## src/rtl/soc_bus_pkg.sv

```systemverilog
// Shared types and default address map for the two-requester memory bus arbiter.
package soc_bus_pkg;

  typedef enum logic [1:0] {
    REG_NONE = 2'd0,
    REG_BRAM = 2'd1,
    REG_GPIO = 2'd2
  } region_t;

  typedef enum logic {
    IDLE = 1'b0,
    RESP = 1'b1
  } state_t;

  localparam logic [31:0] DEF_BRAM_BASE = 32'h0000_0000;
  localparam logic [31:0] DEF_BRAM_TOP  = 32'h0000_07FF;
  localparam logic [31:0] DEF_GPIO_BASE = 32'hFFFF_FFF0;
  localparam logic [31:0] DEF_GPIO_TOP  = 32'hFFFF_FFF3;

  // Both bounds are inclusive.
  function automatic logic in_range(input logic [31:0] addr,
                                    input logic [31:0] lo,
                                    input logic [31:0] hi);
    return (addr >= lo) && (addr <= hi);
  endfunction

endpackage

```

## src/rtl/mem_bus_arbiter_if.sv

```systemverilog
// Requester handshakes, shared slave bus and slave read data for mem_bus_arbiter.
interface mem_bus_arbiter_if;

  logic        m0_req;
  logic        m1_req;
  logic [31:0] m0_addr;
  logic [31:0] m1_addr;
  logic [31:0] m0_wdata;
  logic [31:0] m1_wdata;
  logic        m0_we;
  logic        m1_we;
  logic [3:0]  m0_mask;
  logic [3:0]  m1_mask;

  logic        m0_gnt;
  logic        m1_gnt;
  logic        m0_rvalid;
  logic        m1_rvalid;
  logic [31:0] m0_rdata;
  logic [31:0] m1_rdata;
  logic        bus_err;

  logic [31:0] memAddress;
  logic [31:0] memWriteData;
  logic        memWrite;
  logic [3:0]  byteMask;
  logic [31:0] bramReadData;
  logic [31:0] gpioReadData;

  // Arbiter side.
  modport slave (
    input  m0_req, m1_req, m0_addr, m1_addr, m0_wdata, m1_wdata,
           m0_we, m1_we, m0_mask, m1_mask, bramReadData, gpioReadData,
    output m0_gnt, m1_gnt, m0_rvalid, m1_rvalid, m0_rdata, m1_rdata,
           bus_err, memAddress, memWriteData, memWrite, byteMask
  );

  // Requester and slave-data side.
  modport master (
    output m0_req, m1_req, m0_addr, m1_addr, m0_wdata, m1_wdata,
           m0_we, m1_we, m0_mask, m1_mask, bramReadData, gpioReadData,
    input  m0_gnt, m1_gnt, m0_rvalid, m1_rvalid, m0_rdata, m1_rdata,
           bus_err, memAddress, memWriteData, memWrite, byteMask
  );

endinterface

```

## src/rtl/mmio_addr_decode.sv

```systemverilog
// Combinational byte-address to region decode; BRAM takes priority if windows overlap.
module mmio_addr_decode
  import soc_bus_pkg::*;
#(
  parameter logic [31:0] BRAM_BASE = DEF_BRAM_BASE,
  parameter logic [31:0] BRAM_TOP  = DEF_BRAM_TOP,
  parameter logic [31:0] GPIO_BASE = DEF_GPIO_BASE,
  parameter logic [31:0] GPIO_TOP  = DEF_GPIO_TOP
) (
  input  logic [31:0] addr,
  output region_t     region
);

  always_comb begin
    region = REG_NONE;
    if (in_range(addr, BRAM_BASE, BRAM_TOP)) begin
      region = REG_BRAM;
    end else if (in_range(addr, GPIO_BASE, GPIO_TOP)) begin
      region = REG_GPIO;
    end
  end

endmodule

```

## src/rtl/mem_bus_arbiter.sv

```systemverilog
// Round-robin arbiter giving a CPU (m0) and a loader (m1) two-cycle access to BRAM/GPIO.
// state | meaning
// IDLE  | waiting for a request; grants and drives the bus combinationally
// RESP  | returns slave data / ack to the registered owner
module mem_bus_arbiter
  import soc_bus_pkg::*;
#(
  parameter logic [31:0] BRAM_BASE = DEF_BRAM_BASE,
  parameter logic [31:0] BRAM_TOP  = DEF_BRAM_TOP,
  parameter logic [31:0] GPIO_BASE = DEF_GPIO_BASE,
  parameter logic [31:0] GPIO_TOP  = DEF_GPIO_TOP
) (
  input logic              slowed_clk,
  input logic              reset,
  mem_bus_arbiter_if.slave bus
);

  state_t      state;
  logic        last_winner;
  logic        owner;
  region_t     region_q;

  logic        winner;
  logic        grant;
  logic        resp;
  logic [31:0] sel_addr;
  logic [31:0] sel_wdata;
  logic        sel_we;
  logic [3:0]  sel_mask;
  region_t     sel_region;
  logic [31:0] resp_data;

  // A lone requester always wins; on a tie the one not granted last wins.
  always_comb begin
    winner = bus.m1_req;
    if (bus.m0_req && bus.m1_req) begin
      winner = ~last_winner;
    end
  end

  // Gated by reset so nothing leaks onto the bus while reset is held.
  assign grant = (state == IDLE) && !reset && (bus.m0_req || bus.m1_req);

  assign sel_addr  = winner ? bus.m1_addr  : bus.m0_addr;
  assign sel_wdata = winner ? bus.m1_wdata : bus.m0_wdata;
  assign sel_we    = winner ? bus.m1_we    : bus.m0_we;
  assign sel_mask  = winner ? bus.m1_mask  : bus.m0_mask;

  mmio_addr_decode #(
    .BRAM_BASE (BRAM_BASE),
    .BRAM_TOP  (BRAM_TOP),
    .GPIO_BASE (GPIO_BASE),
    .GPIO_TOP  (GPIO_TOP)
  ) u_decode (
    .addr   (sel_addr),
    .region (sel_region)
  );

  assign bus.m0_gnt       = grant && !winner;
  assign bus.m1_gnt       = grant &&  winner;
  assign bus.memAddress   = grant ? sel_addr  : '0;
  assign bus.memWriteData = grant ? sel_wdata : '0;
  assign bus.byteMask     = grant ? sel_mask  : '0;
  // Unmapped writes are still acked but never strobe the bus.
  assign bus.memWrite     = grant && sel_we && (sel_region != REG_NONE);

  always_ff @(posedge slowed_clk or posedge reset) begin
    if (reset) begin
      state       <= IDLE;
      last_winner <= 1'b1;
      owner       <= 1'b0;
      region_q    <= REG_NONE;
    end else begin
      case (state)
        IDLE: begin
          if (grant) begin
            state       <= RESP;
            last_winner <= winner;
            owner       <= winner;
            region_q    <= sel_region;
          end
        end
        RESP: begin
          state <= IDLE;
        end
        default: begin
          state <= IDLE;
        end
      endcase
    end
  end

  assign resp = (state == RESP);

  always_comb begin
    resp_data = '0;
    case (region_q)
      REG_BRAM: resp_data = bus.bramReadData;
      REG_GPIO: resp_data = bus.gpioReadData;
      default:  resp_data = '0;
    endcase
  end

  assign bus.m0_rvalid = resp && !owner;
  assign bus.m1_rvalid = resp &&  owner;
  assign bus.m0_rdata  = bus.m0_rvalid ? resp_data : '0;
  assign bus.m1_rdata  = bus.m1_rvalid ? resp_data : '0;
  assign bus.bus_err   = resp && (region_q == REG_NONE);

endmodule

```

## src/flat_wrapper.sv

```systemverilog
// flat-port wrapper written by rule: the top's interface ports become plain ports
module mem_bus_arbiter_flat import soc_bus_pkg::*;
#(
  parameter logic [31:0] BRAM_BASE = DEF_BRAM_BASE,
  parameter logic [31:0] BRAM_TOP  = DEF_BRAM_TOP,
  parameter logic [31:0] GPIO_BASE = DEF_GPIO_BASE,
  parameter logic [31:0] GPIO_TOP  = DEF_GPIO_TOP
)
  (slowed_clk, reset, bus_m0_req, bus_m1_req, bus_m0_addr, bus_m1_addr, bus_m0_wdata, bus_m1_wdata, bus_m0_we, bus_m1_we, bus_m0_mask, bus_m1_mask, bus_bramReadData, bus_gpioReadData, bus_m0_gnt, bus_m1_gnt, bus_m0_rvalid, bus_m1_rvalid, bus_m0_rdata, bus_m1_rdata, bus_bus_err, bus_memAddress, bus_memWriteData, bus_memWrite, bus_byteMask);
  mem_bus_arbiter_if bus_i ();
  input logic slowed_clk;
  input logic reset;
  input wire logic [$bits(bus_i.m0_req)-1:0] bus_m0_req;
  input wire logic [$bits(bus_i.m1_req)-1:0] bus_m1_req;
  input wire logic [$bits(bus_i.m0_addr)-1:0] bus_m0_addr;
  input wire logic [$bits(bus_i.m1_addr)-1:0] bus_m1_addr;
  input wire logic [$bits(bus_i.m0_wdata)-1:0] bus_m0_wdata;
  input wire logic [$bits(bus_i.m1_wdata)-1:0] bus_m1_wdata;
  input wire logic [$bits(bus_i.m0_we)-1:0] bus_m0_we;
  input wire logic [$bits(bus_i.m1_we)-1:0] bus_m1_we;
  input wire logic [$bits(bus_i.m0_mask)-1:0] bus_m0_mask;
  input wire logic [$bits(bus_i.m1_mask)-1:0] bus_m1_mask;
  input wire logic [$bits(bus_i.bramReadData)-1:0] bus_bramReadData;
  input wire logic [$bits(bus_i.gpioReadData)-1:0] bus_gpioReadData;
  output wire logic [$bits(bus_i.m0_gnt)-1:0] bus_m0_gnt;
  output wire logic [$bits(bus_i.m1_gnt)-1:0] bus_m1_gnt;
  output wire logic [$bits(bus_i.m0_rvalid)-1:0] bus_m0_rvalid;
  output wire logic [$bits(bus_i.m1_rvalid)-1:0] bus_m1_rvalid;
  output wire logic [$bits(bus_i.m0_rdata)-1:0] bus_m0_rdata;
  output wire logic [$bits(bus_i.m1_rdata)-1:0] bus_m1_rdata;
  output wire logic [$bits(bus_i.bus_err)-1:0] bus_bus_err;
  output wire logic [$bits(bus_i.memAddress)-1:0] bus_memAddress;
  output wire logic [$bits(bus_i.memWriteData)-1:0] bus_memWriteData;
  output wire logic [$bits(bus_i.memWrite)-1:0] bus_memWrite;
  output wire logic [$bits(bus_i.byteMask)-1:0] bus_byteMask;
  assign bus_i.m0_req = bus_m0_req;
  assign bus_i.m1_req = bus_m1_req;
  assign bus_i.m0_addr = bus_m0_addr;
  assign bus_i.m1_addr = bus_m1_addr;
  assign bus_i.m0_wdata = bus_m0_wdata;
  assign bus_i.m1_wdata = bus_m1_wdata;
  assign bus_i.m0_we = bus_m0_we;
  assign bus_i.m1_we = bus_m1_we;
  assign bus_i.m0_mask = bus_m0_mask;
  assign bus_i.m1_mask = bus_m1_mask;
  assign bus_i.bramReadData = bus_bramReadData;
  assign bus_i.gpioReadData = bus_gpioReadData;
  assign bus_m0_gnt = bus_i.m0_gnt;
  assign bus_m1_gnt = bus_i.m1_gnt;
  assign bus_m0_rvalid = bus_i.m0_rvalid;
  assign bus_m1_rvalid = bus_i.m1_rvalid;
  assign bus_m0_rdata = bus_i.m0_rdata;
  assign bus_m1_rdata = bus_i.m1_rdata;
  assign bus_bus_err = bus_i.bus_err;
  assign bus_memAddress = bus_i.memAddress;
  assign bus_memWriteData = bus_i.memWriteData;
  assign bus_memWrite = bus_i.memWrite;
  assign bus_byteMask = bus_i.byteMask;
  mem_bus_arbiter #(.BRAM_BASE(BRAM_BASE), .BRAM_TOP(BRAM_TOP), .GPIO_BASE(GPIO_BASE), .GPIO_TOP(GPIO_TOP)) u_core (.slowed_clk(slowed_clk), .reset(reset), .bus(bus_i));
endmodule
```

## config.mk

```make
export PLATFORM = sky130hd
export DESIGN_NAME = mem_bus_arbiter_flat
export DESIGN_NICKNAME = d
export VERILOG_FILES = /design/src/rtl/soc_bus_pkg.sv /design/src/rtl/mem_bus_arbiter_if.sv /design/src/rtl/mmio_addr_decode.sv /design/src/rtl/mem_bus_arbiter.sv /design/src/flat_wrapper.sv
export SDC_FILE = /design/constraint.sdc
export NUM_CORES = 1
export LEC_CHECK = 0
export ABC_AREA = 1
export CAP_MARGIN = 15
export CORE_AREA = 8 8 126 128
export DETAILED_ROUTE_END_ITERATION = 10
export DIE_AREA = 0 0 134 136
export GPL_TIMING_DRIVEN = 0
export HOLD_SLACK_MARGIN = 0.02
export SYNTH_ARGS = -nofsm -noshare
export SYNTH_HDL_FRONTEND = slang
export SYNTH_SLANG_ARGS = --single-unit
```

## constraint.sdc

```tcl
create_clock -name slowed_clk -period 1.7 [get_ports slowed_clk]
set_input_delay 0.34 -clock slowed_clk [delete_from_list [all_inputs] [get_ports slowed_clk]]
set_output_delay 0.34 -clock slowed_clk [all_outputs]
set_load 0.1 [all_outputs]
```

==> run metrics <==
Final Core Density=0.697; critical path required time=~1.4 ns; Layout area overhead=337%; IO Count=344; gpl congestion=0.861; Worst Hold Class=primary input to asynchronous set/reset pin; worst clock skew=0.00269 ns; Cell Rows=44; Slew HR=0.594; Congestion Overflow GR=0; IO Port Bufs=~340; Max rail drop VDD=0.279 mV; GRT Overall Usage=0.189; fin crit period=2.49 ns; routed length per instance=22.3 um; worst setup path class=flop to primary output; H-tree Lvls=1; PwrDens=387 nW/um^2; reg2reg start=u_core.last_winner; Detail Route Antenna Nets=0; cts hold-fix bufs=0; Max FO, Critical Path=10; clk_lat worst skew=0.23 ns; Slew Limit Fails=0; area leader, netlist=a22o_1; Core Box Area=14,000 sq um; failing checks=setup timing; via count=4,776; vias in the first global route=4,764; DRC errors left=0; GRT busiest layer=met2; largest net degree at the start of global routing=11; Fillers=979; final cell count without fillers=around 1k; CTS root buffer=clkbuf_16; Worst EP arrival=2.15 ns; top cells by count, synth=nand2_1, nor2_1, a22o_1, nand3_1, a21oi_1; top cells by area, synth=a22o_1, nand2_1, nor2_1; predominant post-synthesis flop cell=dfrtp_1; placed instance count=956; post-route cell area=9780 sq um; number of synthesis warnings=0; clock tree buffer depth=2; worst slew pin tran=0.609 ns; Yosys cell types=19; post-synth top area share=0.274; Pwr Total=3.78 mW; met1 Use GR=0.213; Post-Synthesis Net Count=638; met3 layer usage reported by global route=0.0495; clk slew on worst S/H paths=0.03 ns; status=complete, but fails checks; period utilization=1.46; Post-Place Cell Area=around 7000 sq um; syn_area_per_cell=5.22 sq um; reg2reg end=u_core.region_q[1]; Die X=134 um; setup ws final=-0.787 ns; antenna cells=0; TritonRoute pass-1 iters=4; post-synthesis register bit count=5; number of buffers created by CTS=3; CP endpoint kind=primary output; TritonCTS clock tree=yes; post-detail-place hpwl=roughly 16,000 um; Vias/cell=roughly 4.8; worst reg2reg setup slack=-0.66 ns; crit start category=flop; Total Die Area=18,200 sq um; # clock sinks=5; MaxCap Viol Count=0; cells after synthesis=429; initial antenna violation count=0; post-synthesis sequential area ratio=0.0564; drt total wl=between 20,000 and 25,000 um; Iteration-0 DRC Markers=around 140; met2 GRT Util=0.352; die height=136 um; Initial Util=0.160; final hold viol count=0; fmax=between 0.4 and 0.5 GHz; final setup vio count=approximately 140; synthesized area=roughly 2200 sq um; Leakage=roughly 3.8 nW; global-route wire length before repair=27,400 um; path depth of the worst reg2reg path=16; Final nets=1,030; unrepaired setup endpoints after global routing=true; share of post-route cells with drive strength above 1=0.579; Post-synth EDFFs=0; Post-synth ARST share=1.00; top-count cell post-synth=nand2_1
[how the worst max path moves through the flow]
stage,startpoint,endpoint,slack (ns),cells after the start
2_1_floorplan,u_core.region_q[1],bus_m0_rdata[10],-1.05,6
3_3_place_gp,bus_m1_req,bus_memWrite,-2.08,12
3_5_place_dp,bus_m1_req,bus_memWrite,-2.12,12
4_1_cts,u_core.last_winner,bus_memWrite,-0.85,13
5_1_grt,u_core.last_winner,bus_memWrite,-0.93,11
6_report,u_core.last_winner,bus_memWrite,-0.79,11
[cells in the final DEF, fill, tap and decap left out, types with 2 or more instances in the layout]
master and count:
a22o_4 38, ha_4 3, nand3_1 16, inv_2 3, dfrtp_2 3, nand2_8 4
a21oi_4 20, clkbuf_16 9, nand2_1 49, nand3b_1 9, nand2_2 53, buf_4 22
clkbuf_2 6, inv_4 2, nand3_2 11, o21ai_2 3, buf_6 30, a22o_1 32
inv_1 14, nor2_1 18, buf_12 148, buf_8 5, nand3_4 2, nor2_4 67
nor2_2 16, clkdlybuf4s50_1 202, nand2_4 25
[final cells by class]
cell class	count	area (sq um)	share of cell area
timing repair buffer	389	5340	0.546
clock buffer	4	78.8	0.00806
tap	184	230	0.0235
multi-input combinational	369	3490	0.356
buffer	34	438	0.0448
inverter	19	76.3	0.00780
sequential	5	130	0.0133
[cells by family after synthesis]
family,count (synthesis),share of synthesized area
AOI/OAI and AO/OA,96,0.335
adders and majority gates,3,0.0168
buffers and inverters,56,0.107
DFF,5,0.0564
and+or+nand+nor,269,0.485
[layer usage]
metal  vias to the layer above  part of all wire
met5                         -                 0
met4                         0             0.018
met3                        22             0.071
met2                       220              0.54
met1                      2300              0.37
li1                       2234                 -
[worst max-delay path, stage by stage (launching register included)]
cell	delay, ns
dfstp_2	0.58
nand2_8	0.10
buf_4	0.15
buf_6	0.13
nand3b_1	0.09
nand2_2	0.08
nor2_1	0.11
nand3_1	0.10
nor2_1	0.10
nand2_1	0.09
a21oi_2	0.18
buf_12	0.20
[per-stage QoR]
step	setup slack [ns]	TNS, ns	hold WS (ns)
after floorplan	-1.05	-75.57	0.118
after global placement	-2.08	-207.69	0.513
after detailed placement	-2.12	-209.59	0.523
after CTS	-0.846	-76.29	0.166
after global routing	-0.928	-67.85	0.198
final	-0.787	-60.35	0.175
[power breakdown]
group / leakage (nW) / internal [mW] / switching (mW) / total [mW]
Combinational: 3.72 / 1.39 / 1.85 / 3.24
Sequential: 0.0579 / 0.134 / 0.0174 / 0.152
Clock: 0.0382 / 0.311 / 0.0789 / 0.390
Total: 3.81 / 1.84 / 1.95 / 3.78
[state kept, by name (all words and copies together) (netlist names)]
name,flops
u_core.owner,1
u_core.last_winner,1
u_core.region_q,2
u_core.resp,1
[timing repair]
action	CTS	global route
setup buffers	16	21
endpoints found under the setup margin	142	139
resized for setup	870	700
pin swaps	7	72
hold endpoints to repair	0	0
gates cloned	1	10
Note: power is estimated with default switching activity, not from simulation.
